<file path="src/rtl/score_keeper.sv">
// Whack-a-mole round controller: times one round off the 1 ms tick, keeps a
// saturating binary score and the session high score for the HEX display driver.
module score_keeper #(
    parameter int unsigned GAME_S       = 30,
    parameter int unsigned HIT_POINTS   = 10,
    parameter int unsigned MISS_PENALTY = 5,
    parameter int unsigned SCORE_MAX    = 99999
) (
    input  logic        clk,
    input  logic        reset,
    input  logic        oneMsPulse,
    input  logic        start,
    input  logic        hit,
    input  logic        miss,
    output logic [23:0] score,
    output logic [23:0] highscore,
    output logic [7:0]  time_left,
    output logic        game_active,
    output logic        game_over,
    output logic        new_high
);

    typedef enum logic [1:0] {
        S_IDLE,
        S_PLAY,
        S_OVER
    } state_t;

    state_t      state_q, state_d;
    logic [23:0] score_q, score_d;
    logic [23:0] high_q, high_d;
    logic [7:0]  time_q, time_d;
    logic [9:0]  ms_q, ms_d;
    logic        first_q, first_d;
    logic        new_high_q, new_high_d;

    logic signed [25:0] delta;
    logic signed [25:0] sum;
    logic [23:0]        score_clamped;

    // Net delta is applied once when hit and miss coincide, then clamped.
    always_comb begin
        delta = (hit  ? $signed(26'(HIT_POINTS))   : 26'sd0)
              - (miss ? $signed(26'(MISS_PENALTY)) : 26'sd0);
        sum   = $signed({2'b00, score_q}) + delta;
        if (sum < 26'sd0) begin
            score_clamped = '0;
        end else if (sum > $signed(26'(SCORE_MAX))) begin
            score_clamped = 24'(SCORE_MAX);
        end else begin
            score_clamped = sum[23:0];
        end
    end

    always_comb begin
        state_d    = state_q;
        score_d    = score_q;
        high_d     = high_q;
        time_d     = time_q;
        ms_d       = ms_q;
        first_d    = first_q;
        new_high_d = new_high_q;

        case (state_q)
            S_IDLE: begin
                if (start) begin
                    state_d = S_PLAY;
                    score_d = '0;
                    time_d  = 8'(GAME_S);
                    ms_d    = '0;
                end
            end
            S_PLAY: begin
                score_d = score_clamped;
                if (oneMsPulse) begin
                    if (ms_q == 10'd999) begin
                        ms_d   = '0;
                        time_d = time_q - 8'd1;
                        if (time_q == 8'd1) begin
                            state_d = S_OVER;
                            first_d = 1'b1;
                        end
                    end else begin
                        ms_d = ms_q + 10'd1;
                    end
                end
            end
            S_OVER: begin
                first_d = 1'b0;
                if (first_q) begin
                    if (score_q > high_q) begin
                        high_d     = score_q;
                        new_high_d = 1'b1;
                    end else begin
                        new_high_d = 1'b0;
                    end
                end
                // A restart in the first OVER cycle keeps the compare above.
                if (start) begin
                    state_d    = S_PLAY;
                    score_d    = '0;
                    time_d     = 8'(GAME_S);
                    ms_d       = '0;
                    new_high_d = 1'b0;
                end
            end
            default: begin
                state_d = S_IDLE;
            end
        endcase
    end

    always_ff @(posedge clk) begin
        if (reset) begin
            state_q    <= S_IDLE;
            score_q    <= '0;
            high_q     <= '0;
            time_q     <= '0;
            ms_q       <= '0;
            first_q    <= 1'b0;
            new_high_q <= 1'b0;
        end else begin
            state_q    <= state_d;
            score_q    <= score_d;
            high_q     <= high_d;
            time_q     <= time_d;
            ms_q       <= ms_d;
            first_q    <= first_d;
            new_high_q <= new_high_d;
        end
    end

    assign score       = score_q;
    assign highscore   = high_q;
    assign time_left   = time_q;
    assign game_active = (state_q == S_PLAY);
    assign game_over   = (state_q == S_OVER);
    assign new_high    = new_high_q;

endmodule

</file>
<file path="config.mk">
export PLATFORM = sky130hd
export DESIGN_NAME = score_keeper
export DESIGN_NICKNAME = d
export VERILOG_FILES = /design/src/rtl/score_keeper.sv
export SDC_FILE = /design/constraint.sdc
export NUM_CORES = 1
export LEC_CHECK = 0
export CELL_PAD_IN_SITES_DETAIL_PLACEMENT = 2
export CELL_PAD_IN_SITES_GLOBAL_PLACEMENT = 2
export CORE_MARGIN = 2
export CORE_UTILIZATION = 30
export DETAILED_ROUTE_END_ITERATION = 12
export DONT_BUFFER_PORTS = 1
export PLACE_DENSITY_LB_ADDON = 0.05
export SETUP_SLACK_MARGIN = 0.1
export SLEW_MARGIN = 15
export SYNTH_ARGS = -nofsm -noshare
export SYNTH_HDL_FRONTEND = slang
export SYNTH_SLANG_ARGS = --single-unit
</file>
<file path="constraint.sdc">
create_clock -name clk -period 4.65 [get_ports clk]
set_input_delay 0.93 -clock clk [delete_from_list [all_inputs] [get_ports clk]]
set_output_delay 0.93 -clock clk [all_outputs]
set_load 0.01 [all_outputs]
</file>
After elaboration in Yosys (flattened, before gate mapping):

Index checks and enable logic that the tools add are counted.

* bits in registers: 70
* bits in latches: 0
* memory bits (writable): 0
* ROM bits: 0
* bits of input ports: 6
* output and inout bits: 59
* logic and storage cells: 60
* memories: 0

* $add $sub $neg: 4
* multipliers: 0
* div/mod/pow operators: 0
* magnitude comparators: 3
* equality and inequality tests: 8
* shift-type cells: 0
* multiplexer cells: 26
* bitwise gates (word level): 0
* reductions and logical operators: 12

Operators with widths (number)
* 2-to-1 mux 24 bit: 3
* case mux 24 bit (2 select lines): 1
* 2-to-1 mux 10 bit: 3
* adder 25 x 5 -> 26 bit: 1
* greater-than comparator 26 x 18 -> 1 bit (second input constant): 1
* less-than comparator 26 x 1 -> 1 bit (second input constant): 1
* greater-than comparator 24 bit: 1
* 2-to-1 mux 8 bit: 3
* case mux 10 bit (2 select lines): 1
* case mux 8 bit (2 select lines): 1
* AND reduction 4 bit: 3
* adder 10 x 1 -> 10 bit (second input constant): 1
* equality test 10 bit (second input constant): 1
* equality test 8 x 1 -> 1 bit (second input constant): 1
* 2-to-1 mux 2 bit: 4
* subtractor 8 x 1 -> 8 bit (second input constant): 1
* 2-to-1 mux 1 bit: 6
* inequality test 2 x 1 -> 1 bit (second input constant): 3
* AND reduction 3 bit: 2
* nonzero test 2 bit: 3
* subtractor 4 x 3 -> 5 bit: 1
* 2-to-1 mux 4 bit: 1
* case mux 2 bit (2 select lines): 1
* AND reduction 2 bit: 2
* other kinds (7): 7

Longest topological paths before layout:

* depth after elaboration: 7
* mapped depth: 17
* mapped depth without buffers: 14

Worst setup path before layout:

Ideal clock, no wire load.

* path type: in2reg
* start point: input port hit
* end point: register score_q[10] (netlist: score[10])
* setup time: 0.117 ns
* arrival time: 4.015 ns
* data required time: 4.533 ns
* path slack: 0.518 ns
* stages on the path: 14
* path buffers: 1
* cell sequence: inv_1 -> ha_1 -> fa_1 -> nand2b_1 -> a2111oi_0 -> o21a_1 -> nor3_1 -> or4b_1 -> o221ai_1 -> a211oi_1 -> o311ai_4 -> buf_4 -> nand3_1 -> a22o_1

* cells in the longest elaborated chain, start to end: 7
* elaborated cells between the ends (all ways): 8
* classes of those cells: add/sub (2); order compare (2); mux (4)

Ends and longest elaborated chain
* start: declaration: line 13 `input logic hit,`
* 2-to-1 mux 4 bit *: line 43 `delta = (hit ? $signed(26'(HIT_POINTS)) : 26'sd0)`
* subtractor 4 x 3 -> 5 bit *: line 44 `- (miss ? $signed(26'(MISS_PENALTY)) : 26'sd0);`
* adder 25 x 5 -> 26 bit *: line 45 `sum = $signed({2'b00, score_q}) + delta;`
* greater-than comparator 26 x 18 -> 1 bit: line 48 `end else if (sum > $signed(26'(SCORE_MAX))) begin`
* 2-to-1 mux 24 bit: line 48
* 2-to-1 mux 24 bit *: line 46 `if (sum < 26'sd0) begin`
* case mux 24 bit (2 select lines) *: line 64 `case (state_q)`
* end signal: assignment: line 124 `score_q <= score_d;`
* end: declaration: line 30 `logic [23:0] score_q, score_d;`

Every way passes the cells marked *; elsewhere a longest branch is shown, timed or not.
A chain may end at the register's enable or synchronous reset.

Final worst setup path:

* start point: input port hit
* end point: register score_q[13] (netlist: score[13])

Same word-level chain as after synthesis.

==> key figures <==
Drt
  – Final WL: 18200 µm
  – TritonRoute pass-1 iters: 4
  – Initial DRC count: 177
  – Routed Antenna Nets: 0
  – Via count: 4865
  – Wirelength per Cell: 20.7 µm
  – Drt via density: 5.52
  – Residual DRC: 0

Synthesis
  – Post-Synthesis Cells: 664
  – Synth area leaders: dfxtp_1 (27%), ha_1 (8.1%), nor2_1 (5.6%), xnor2_1 (5.2%), mux2i_1 (5.1%)
  – Share of the synthesized area in the top cell type: 26.7%
  – Syn Std Cell Area: 5260 µm²
  – Area leader, netlist: dfxtp_1
  – Ys flop type: dfxtp_1
  – Count leader, synth: nor2_1
  – Sequential area share after synthesis: 26.7%
  – Yosys warnings: 0
  – Yosys reg bits: 70
  – Mean Syn Cell Area: 7.92 µm²
  – Number of enable flip-flop cells after synthesis: 0
  – Syn_nets: 705
  – Unique masters post-synth: 72
  – Async SR Flop Fraction: 0%
  – Post-synth top cells: nor2_1 (78), dfxtp_1 (70), inv_1 (49), a21oi_1 (37), ha_1 (34)

Power
  – P_leak: 0.00212 µW
  – Max VDD drop: 0.170 mV
  – Power Density: 292 nW/µm²

Final layout
  – Final non-filler cell total: 881
  – Fin area: 5830 µm²
  – Fill cells: 1972
  – # nets final: 692
  – Diodes inserted: 0
  – Share of cells above drive strength 1: 7.77%
  – Syn-to-layout area delta: 10.8%
  – Final Util: 33.8%

Setup path
  – Nature of the critical path endpoint: register
  – CP Cell Sequence: inv_1 > ha_1 > fa_1 > nand2b_1 > a2111oi_0 > buf_4 > o21ai_1 > a21oi_1 > a21oi_1 > xnor2_1 > xor2_1 > o311ai_4 > buf_4 > a41oi_1 > o22ai_2
  – Critical path class: in2reg
  – Crit path max-delay family: compound AO/OA/AOI/OAI gates
  – R2R Path Start: score[0]$_SDFFE_PP0P_
  – CP arrival: 4.35 ns
  – Critical Path Fanout Max: 6
  – Critical Path Source Type: input port
  – Crit-path slowest cell: fa_1
  – Critical path origin: hit
  – Worst Path Buf+Inv: 3
  – Crit path largest cell delay: 0.42 ns
  – Req. time, crit path: 4.86 ns

Placed design
  – Gpl congestion: 0.808
  – Detailed placement HPWL: 14000 µm
  – Port Buffer Count: 0
  – DP Cell Count: 865
  – Placed Instance Area: 5500 µm²

Floorplan
  – Num rows: 48
  – Die ar.: 18600 µm²
  – IO Pins: 65
  – Die Span Y: 136 µm
  – Initial Util: 30.5%
  – Die Wd: 136 µm
  – Placeable Area: 17200 µm²

Hold path
  – Hold path start: ms_q[1]$_SDFFE_PP0P_
  – Class of the worst hold path: reg2reg

STA
  – Final hold slack: 0.514 ns
  – Fin crit period: 4.14 ns
  – Max_slew headroom: 41.2%
  – Max Clock Skew: 0.0109 ns
  – Final setup violation count: 0
  – Worst slew pin tran: 0.881 ns
  – Slew Viols, Final: 0
  – Final Cycle Share: 89.0%
  – Setup tns final: 0 ns
  – Final hold viol count: 0
  – Achievable Freq: 242 MHz
  – RSZ-0062 raised after global routing: false

Clock network
  – Total CTS buffers: 9
  – Post_cts resized: 0
  – CTS Hold Bufs: 0
  – Maximum clock path buffer count: 2
  – Root Buffer: clkbuf_16
  – CTS tree: done
  – Post-CTS Setup Bufs: 0
  – Later-pin clock latency in the skew report: 0.34 ns
  – Num Clock Sinks: 70
  – # H-tree levels: 3
  – Clk pin slew, worst setup/hold paths: 0.05 ns

Flow run
  – Max-cap violations: 0

Global route
  – Vias in the first global route: 5160
  – First-pass GRT wire length: 29200 µm
  – Pin count of the biggest net entering global routing: 41
  – Overall Global Routing Usage: 20.3%
  – Initial antenna violation count: 0
  – GRT overflow: 0

Outcome
  – Status: completed
per-layer routing:
metal  up-vias  GRT usage [%]  routed length (µm)
li1       2352              -                   -
met2        66           34.5                8760
met4         0           3.59                 125
met1      2436           26.3                8520
met5         -              0                   0
met3        11           4.77                 806
worst register-to-register path, stage by stage, from the launching register on:
cell and delay, ns:
dfxtp_1 0.50, ha_1 0.24, inv_1 0.06, fa_1 0.38, nand2b_1 0.19, a2111oi_0 0.42
buf_4 0.19, o21ai_1 0.11, a21oi_1 0.31, a21oi_1 0.19, xnor2_1 0.26, xor2_1 0.25
o311ai_4 0.16, buf_4 0.19, a41oi_1 0.23, o22ai_2 0.12
final cells by class:
type,count,area [µm²],area share (%)
clock buffers,9,225,3.87
multi-input cells,498,3460,59.5
inverters,49,184,3.16
well taps,225,282,4.83
flip-flops and latches,70,1400,24.0
repair buffers,23,173,2.96
clock inverters,7,97.6,1.67
through the flow:
stage	total power (µW)	setup slack [ns]
floorplan	881	0.518
global placement	956	0.255
detailed placement	967	0.133
CTS	1730	0.479
global route	1790	0.164
finish	1700	0.513
final timing paths:
path	slack, ns	cells past startpoint	endpoint
worst min register to register	0.51	2	ms_q[1]$_SDFFE_PP0P_
worst max-delay path	0.51	15	score[13]$_SDFFE_PP0P_
worst max register to register	0.71	15	score[13]$_SDFFE_PP0P_
worst min-delay path	0.51	2	ms_q[1]$_SDFFE_PP0P_
registers in the layout, indices dropped and copies added (netlist names):
signal,cells
state_q,2
new_high,1
first_q,1
ms_q,10
time_left,8
score,24
highscore,24
power by group:
part	leakage, µW	internal (µW)	switching (µW)
combinational	0.00140	120	170
sequential	0.000567	616	44.6
clock	0.000152	471	278
total	0.00212	1210	492
cell usage in the layout (no fill, tap or decap), types with 23 or more instances in the layout:
cell type	n
nor2_1	78
inv_1	49
buf_4	23
o21ai_0	32
nand2_1	33
a21oi_1	37
xnor2_1	31
ha_1	33
mux2i_1	27
dfxtp_1	70
kinds of logic after synthesis:
group	share of synthesized area (%)
XOR/XNOR	7.66
buffers and inverters	7.52
AO/OA/AOI/OAI	22.8
multiplexers	5.35
AND/OR/NAND/NOR	21.6
flip-flops	26.7
adder cells (fa/ha/maj)	8.47
No activity file was read; power rests on OpenSTA's default activity.
